===== config.mk =====
export PLATFORM = sky130hd
export DESIGN_NAME = instr_fetch_unit
export DESIGN_NICKNAME = d
export VERILOG_FILES = /design/src/rtl/mips_pkg.sv /design/src/rtl/next_pc.sv /design/src/rtl/instr_fetch_unit.sv
export SDC_FILE = /design/constraint.sdc
export NUM_CORES = 1
export LEC_CHECK = 0
export CORE_ASPECT_RATIO = 1.75
export CORE_MARGIN = 4
export CORE_UTILIZATION = 43
export DETAILED_ROUTE_END_ITERATION = 12
export PLACE_DENSITY = 0.79
export SLEW_MARGIN = 20
export SYNTH_ARGS = -nofsm -noshare
export SYNTH_HDL_FRONTEND = slang
export SYNTH_HIERARCHICAL = 1
export SYNTH_SLANG_ARGS = --single-unit

===== constraint.sdc =====
create_clock -name clk -period 3.2 [get_ports clk]
set_input_delay 0.32 -clock clk [delete_from_list [all_inputs] [get_ports clk]]
set_output_delay 0.32 -clock clk [all_outputs]
set_load 0.03 [all_outputs]

===== src/rtl/mips_pkg.sv =====
// Shared definitions for the MIPS single-cycle CPU front end.
// Contents:
//   - opcode constants decoded by the main controller
//   - fetch_state_t, the state encoding of the instruction fetch FSM
//   - bit positions of the instruction word fields
package mips_pkg;

   // Opcode field values
   localparam logic [5:0] OP_RTYPE = 6'h00;
   localparam logic [5:0] OP_BLTZ  = 6'h01;
   localparam logic [5:0] OP_J     = 6'h02;
   localparam logic [5:0] OP_BEQ   = 6'h04;
   localparam logic [5:0] OP_BNE   = 6'h05;
   localparam logic [5:0] OP_ADDIU = 6'h09;
   localparam logic [5:0] OP_SLTI  = 6'h0A;
   localparam logic [5:0] OP_ANDI  = 6'h0C;
   localparam logic [5:0] OP_ORI   = 6'h0D;
   localparam logic [5:0] OP_LW    = 6'h23;
   localparam logic [5:0] OP_SW    = 6'h2B;
   localparam logic [5:0] OP_HALT  = 6'h3F;

   // Instruction field bit positions
   localparam int OP_HI    = 31;
   localparam int OP_LO    = 26;
   localparam int RS_HI    = 25;
   localparam int RS_LO    = 21;
   localparam int RT_HI    = 20;
   localparam int RT_LO    = 16;
   localparam int RD_HI    = 15;
   localparam int RD_LO    = 11;
   localparam int SA_HI    = 10;
   localparam int SA_LO    = 6;
   localparam int FUNCT_HI = 5;
   localparam int FUNCT_LO = 0;
   localparam int IMM_HI   = 15;
   localparam int IMM_LO   = 0;
   localparam int TGT_HI   = 25;
   localparam int TGT_LO   = 0;

   typedef enum logic [1:0] {
      ST_IDLE   = 2'd0,
      ST_FETCH  = 2'd1,
      ST_ISSUE  = 2'd2,
      ST_HALTED = 2'd3
   } fetch_state_t;

endpackage


===== src/rtl/next_pc.sv =====
// Next program counter selection (purely combinational).
// Ports:
//   pc       in  32  address of the current instruction
//   instr    in  32  current instruction word (jump target / branch offset source)
//   jump     in  1   select the pseudo-direct jump target (highest priority)
//   branch   in  1   instruction is a conditional branch
//   br_taken in  1   branch condition resolved by the ALU
//   target   out 32  address of the next instruction
module next_pc
   import mips_pkg::*;
(
   input  logic [31:0] pc,
   input  logic [31:0] instr,
   input  logic        jump,
   input  logic        branch,
   input  logic        br_taken,
   output logic [31:0] target
);

   logic        [31:0] p4;
   logic        [31:0] jump_tgt;
   logic signed [31:0] br_off;
   logic               unused_op;

   // The opcode bits play no part in address generation.
   assign unused_op = ^instr[OP_HI:OP_LO];

   always_comb begin
      // All sums wrap modulo 2^32.
      p4       = pc + 32'd4;
      jump_tgt = {p4[31:28], instr[TGT_HI:TGT_LO], 2'b00};
      br_off   = {{14{instr[IMM_HI]}}, instr[IMM_HI:IMM_LO], 2'b00};
      target   = p4;
      if (jump) begin
         target = jump_tgt;
      end else if (branch && br_taken) begin
         target = p4 + br_off;
      end
   end

endmodule


===== src/rtl/instr_fetch_unit.sv =====
// Program counter and instruction fetch unit.
// Fetches one instruction over the req/ack memory handshake, presents it to
// the controller for a single ISSUE cycle, then loads the next PC chosen from
// the controller response. Deasserting pc_wrt during ISSUE halts the unit.
// Ports:
//   clk, rst                       clock, synchronous active-high reset
//   imem_req/imem_addr             fetch request and byte address (= pc)
//   imem_ack/imem_rdata            fetch completion and instruction word
//   instr_valid                    one-cycle ISSUE strobe
//   instr, op, rs, rt, rd, sa,
//   funct, imm16                   registered instruction and its fields
//   pc                             address of the current instruction
//   pc_wrt, jump, branch, br_taken controller/ALU response, sampled in ISSUE
//   halted                         sticky halt indication
module instr_fetch_unit
   import mips_pkg::*;
#(
   parameter logic [31:0] RESET_PC = 32'h0000_0000
) (
   input  logic        clk,
   input  logic        rst,
   output logic        imem_req,
   output logic [31:0] imem_addr,
   input  logic        imem_ack,
   input  logic [31:0] imem_rdata,
   output logic        instr_valid,
   output logic [31:0] instr,
   output logic [5:0]  op,
   output logic [5:0]  funct,
   output logic [4:0]  rs,
   output logic [4:0]  rt,
   output logic [4:0]  rd,
   output logic [4:0]  sa,
   output logic [15:0] imm16,
   output logic [31:0] pc,
   input  logic        pc_wrt,
   input  logic        jump,
   input  logic        branch,
   input  logic        br_taken,
   output logic        halted
);

   fetch_state_t state, state_nxt;
   logic [31:0]  npc;

   next_pc u_next_pc (
      .pc       (pc),
      .instr    (instr),
      .jump     (jump),
      .branch   (branch),
      .br_taken (br_taken),
      .target   (npc)
   );

   always_ff @(posedge clk) begin
      if (rst) begin
         state <= ST_IDLE;
      end else begin
         state <= state_nxt;
      end
   end

   always_comb begin
      state_nxt = state;
      case (state)
         ST_IDLE:   state_nxt = ST_FETCH;
         ST_FETCH:  if (imem_ack) state_nxt = ST_ISSUE;
         ST_ISSUE:  state_nxt = pc_wrt ? ST_FETCH : ST_HALTED;
         ST_HALTED: state_nxt = ST_HALTED;
         default:   state_nxt = ST_IDLE;
      endcase
   end

   // An ack seen outside FETCH (e.g. a late ack after reset) never loads instr.
   always_ff @(posedge clk) begin
      if (rst) begin
         pc    <= RESET_PC;
         instr <= 32'd0;
      end else begin
         if (state == ST_FETCH && imem_ack) begin
            instr <= imem_rdata;
         end
         if (state == ST_ISSUE && pc_wrt) begin
            pc <= npc;
         end
      end
   end

   // Every output below is a decode of the state register or a register slice.
   assign imem_req    = (state == ST_FETCH);
   assign imem_addr   = pc;
   assign instr_valid = (state == ST_ISSUE);
   assign halted      = (state == ST_HALTED);

   assign op    = instr[OP_HI:OP_LO];
   assign rs    = instr[RS_HI:RS_LO];
   assign rt    = instr[RT_HI:RT_LO];
   assign rd    = instr[RD_HI:RD_LO];
   assign sa    = instr[SA_HI:SA_LO];
   assign funct = instr[FUNCT_HI:FUNCT_LO];
   assign imm16 = instr[IMM_HI:IMM_LO];

endmodule


---- Word-level counts from Yosys, hierarchy flattened ----
Cells that the tools add are included.
storage, ports and cells
  output and inout bits ................... 147
  input port bits ......................... 39
  register bits after elaboration ......... 66
cells by class
  multiplexer cells ....................... 5
  reduce and logical (&&, ||, !) cells .... 4
  add/subtract/negate cells ............... 2
  eq/ne operators ......................... 4
operator list
  operator               count
  $mux 32                2
  $add 32x3->32 const B  1
  $add 32x32->32         1
  $pmux 2 s4             1
  $eq 2x2->1 const B     2
  $mux 2                 2
  $logic_and 1x1->1      3
  $eq 2x1->1 const B     1
  $logic_not 2->1        1
  $ne 2x1->1 const B     1

---- Longest topological paths before layout ----
  word-level depth ........................ 4
  depth in mapped cells ................... 20
  gate-level depth less buffers ........... 19

---- Cells and area by module ----
Netlist, hierarchy kept.
by module, submodules not included
  module            cells each  instances  area an instance (µm²)  seq. area each (µm²)
  instr_fetch_unit  371         1          2932.8                  1321.3
  next_pc           414         1          2742.6                  0.0

---- Worst setup path before layout ----
Ideal clock, no wire load.
  path kind ............................... reg2reg
  start ................................... reg pc[4], in the netlist imem_addr[4]
  end ..................................... reg pc[27], in the netlist imem_addr[27]
  arrival ................................. 3.566 ns
  slack ................................... -0.437 ns
  buffers on the path ..................... 2
  stages on the path, launching flop included .. 18
  library setup time ...................... 0.070 ns
  required time ........................... 3.130 ns
  cells stage by stage .................... dfxtp_1 and4_1 and3_1 buf_2 nand3_1 nor2_1 xor2_1 ha_1 clkbuf_1 a21oi_1 o21ai_0 or2_2 o21ai_0 o21ai_0 xnor2_1 a221oi_1 nand2_1 a21oi_1
on the way
  word-level cells in the longest chain between the ends .. 4
ends and longest elaborated chain
  element                 line                    RTL
  start, declared         instr_fetch_unit.sv:35  output logic [31:0] pc,
  start signal, assigned  instr_fetch_unit.sv:84  pc <= npc;
  $add 32x3->32 *         next_pc.sv:30           p4 = pc + 32'd4;
  $add 32x32->32          next_pc.sv:37           target = p4 + br_off;
  $mux 32 *               next_pc.sv:36           end else if (branch && br_taken) begin
  $mux 32 *               next_pc.sv:34           if (jump) begin
  via npc[27]             instr_fetch_unit.sv:44  logic [31:0] npc;
Mark *: on every way through the listed nets, which the timed path passes. The rest lies on a longest branch.
A chain may end at the register's enable or synchronous reset.

---- Worst setup path in the final report ----
  start ................................... reg pc[5], in the netlist imem_addr[5]
  end ..................................... reg pc[31], in the netlist imem_addr[31]
on the way
  word-level cells in the longest chain between the ends .. 4
ends and longest elaborated chain
  element          line
  $add 32x3->32 *  next_pc.sv:30
  $add 32x32->32   next_pc.sv:37
  $mux 32          next_pc.sv:36
  $mux 32 *        next_pc.sv:34
  via npc[31]      instr_fetch_unit.sv:44
Marked as above.

==> impl_results.md <==
- Cell Area, Placed: 8036 um2
- DR vias: 6545
- Mapped Avg Cell Area: 7.230 um2
- CTS tree: yes
- Antenna viol nets, final: 0
- CP max-delay cell: dfxtp_4
- Hold Crit Class: flop to flop
- Starting Density: 0.4387
- Status: finished, violations left
- Port bufs: 185
- RSZ-0062 raised after global routing: true
- CP Buf/Inv Count: 3
- Root Driver: clkbuf_16
- Non-Filler Instances: 1188
- Maximum achievable frequency: 291.8 MHz
- Core footprint: 12940 um2
- Hold path startpoint: instr[30]
- Crit-path leading delay family: simple AND/OR/NAND/NOR gates
- Longest Clk Path Bufs: 2
- Post-Route WL: 22.28 mm
- Diode count: 0
- Total grt overflow: 0
- Multi-input logic area: 3966 um2
- Post-synth top flop: dfxtp_1
- Tot Pwr: 2.463 mW
- Power Dens Cells: 276.5 nW/um2
- Worst-skew pair later-pin latency: 0.34 ns
- Final Util: 0.6885
- CP dominant cell by count: and3_4
- Finished Cell Area: 8907 um2
- First-pass GRT wire length: 33.61 mm
- Met2 Usage GRT: 0.5220
- Layout cells sized above 1: 0.2635
- Register area: 1348 um2
- Dpl hpwl: 16.40 mm
- Post-synth EDFFs: 0
- CP max FO: 4
- Clock-pin slew on the worst setup and hold paths: 0.06 ns
- Final Worst Setup Slack: -0.2266 ns
- Mapped cell area: 5675 um2
- I/O pins: 186
- Worst EP required: 3.46 ns
- P&R area growth vs syn: 56.94%
- Worst setup SP type: flop
- CTS Buf Count: 9
- Kind of critical path: flop to flop
- Maxcap violations: 0
- Synth warn: 6
- FP Rows: 55
- FF+latch count, synth: 66
- Final Hold Vio Count: 0
- Initial antenna violation count: 0
- Max VDD drop: 0.0002545 V
- Largest net degree at the start of global routing: 67
- Post-Synthesis Cells: 785
- GR Util met1: 0.2709
- Tmin final: 3.427 ns
- Max-slew violation count: 0
- Setup WS pre-CTS: -0.4297 ns
- Max transition margin: 0.4851
- Hold slack: 0.4724 ns
- Placer congestion estimate: 0.9670
- DRC viols: 0
- Final setup viols: 18
- Die area: 15170 um2
- TritonRoute pass-1 iters: 5
- Routed WL per cell: 18.75 um
- Post-synth top area share: 0.2328
- Clk sinks: 66
- Critical path arrival: 3.69 ns
- Worst Tran Pin Value: 0.7723 ns
- Worst Skew: 0.007876 ns
- Met3 usage: 0.03063
- Async set or reset register ratio after synthesis: 0
- Die Ht: 160.0 um
- Placed cells: 1162
- Seq/Total Area, Yosys: 0.2328
- CP peak stage delay: 0.34 ns
- Worst r2r src: imem_addr[5]
- Crit path capture type: flop
- Iter 0 DRT Violations: 350
- Critical path cell sequence: and4_4 > buf_6 > and3_4 > nand4_1 > xnor2_2 > ha_4 > and3_4 > and3_4 > buf_6 > o211ai_1 > a31oi_2 > buf_4 > o21ai_2 > and3_1 > o21ai_2 > xnor2_1 > nand2_1 > a21oi_1
- Cell taking the most area after synthesis: dfxtp_1
- Avg Vias per Cell: 5.509
- Final setup TNS: -2.679 ns
- Htree depth: 3
- Final #Nets: 1089
- Final worst-path cycle share: 1.071
- Filler cells: 1082
- Hold Buf Count CTS: 0
- GRT Total Usage: 0.2838
- Unique masters post-synth: 58
- Top post-synthesis cells by area: dfxtp_1 (23%), nand2_1 (11%), buf_4 (11%), a21oi_1 (10%), ha_1 (8.2%)
- Critical Path Start: imem_addr[5]
- Static Leak: 3.660 nW
- Synth Net Count: 862
- Vias in the first global route: 6692
- Failing checks: negative setup slack
- Die Wd: 94.85 um
- Gr busiest metal: met2
per-layer routing:
layer  part of all wire  routed length [um]
met1               0.33                7369
met2               0.54               12000
met3              0.045                1004
met4              0.086                1910
met5                  0                   0
path summary, 6_finish.rpt:
check | endpoint | cells past startpoint | slack, ns
max | imem_addr[31] | 18 | -0.23
min | instr[30] | 2 | 0.47
max reg2reg | imem_addr[31] | 18 | -0.23
min reg2reg | instr[30] | 2 | 0.47
cells by family after synthesis:
kind of cell | after synthesis | synth area share
simple gates | 278 | 0.2176
flops | 66 | 0.2328
fa+ha+maj | 38 | 0.08510
xor+xnor | 54 | 0.08333
compound gates | 200 | 0.2077
mux | 9 | 0.01764
buf+inv | 140 | 0.1559
cells in the final DEF, fill, tap and decap left out, types with 18 or more instances in the layout:
cell type,n
a21oi_1,104
buf_4,146
clkdlybuf4s50_1,184
dfxtp_1,53
ha_1,31
inv_1,18
nand2_1,162
nand3_1,21
nor2_1,31
xnor2_1,25
final cells by class:
cell class                 count  area share
clock buffer                  11     0.02964
inverter                      19    0.008007
tap                          171     0.02402
multi-input combinational    579      0.4453
sequential                    66      0.1513
timing repair buffer         337      0.3380
clock inverter                 5    0.003793
sequential cells by signal, summed over array words and instances (netlist names):
name / flops
instr: 32
state: 2
imem_addr: 32
timing repair:
action,4_1_cts,5_1_grt
gates resized for setup,67,26
endpoints found under the hold margin,0,0
setup endpoints to repair,20,22
buffers inserted,7,4
pin swaps,39,24
Yosys cell counts, types with 2 or more instances:
master	number
nor2b_1	6
xnor2_1	38
nand4_1	12
and3b_1	2
nand3_1	25
ha_1	37
nand3b_1	2
clkbuf_1	25
dfxtp_1	66
buf_4	81
and3_1	14
nand2_1	165
inv_1	18
a21oi_1	117
a21o_1	14
nor3_1	2
a221oi_1	3
o221a_2	2
o21bai_1	5
a22oi_1	2
o21a_1	5
o211ai_1	4
o21ai_0	24
buf_2	8
a211oi_1	6
a21boi_0	2
xor2_1	16
and4_1	4
buf_6	6
a31oi_1	2
and2_1	3
nor2_1	35
a211o_1	2
mux2_2	8
worst min-delay path, delay by kind of cell, from the launching register on:
| family | cells | cell delay, ns |
|---|---|---|
| AND/OR/NAND/NOR | 1 | 0.05 |
| AO/OA/AOI/OAI | 1 | 0.05 |
| flip-flops | 1 | 0.32 |
report_power, final:
group	switching, mW	internal [mW]	total, mW
logic	0.332	0.262	0.594
clock network	0.399	0.595	0.994
registers	0.0319	0.843	0.875
total	0.763	1.70	2.46
Power figures use the tool's default switching activity.
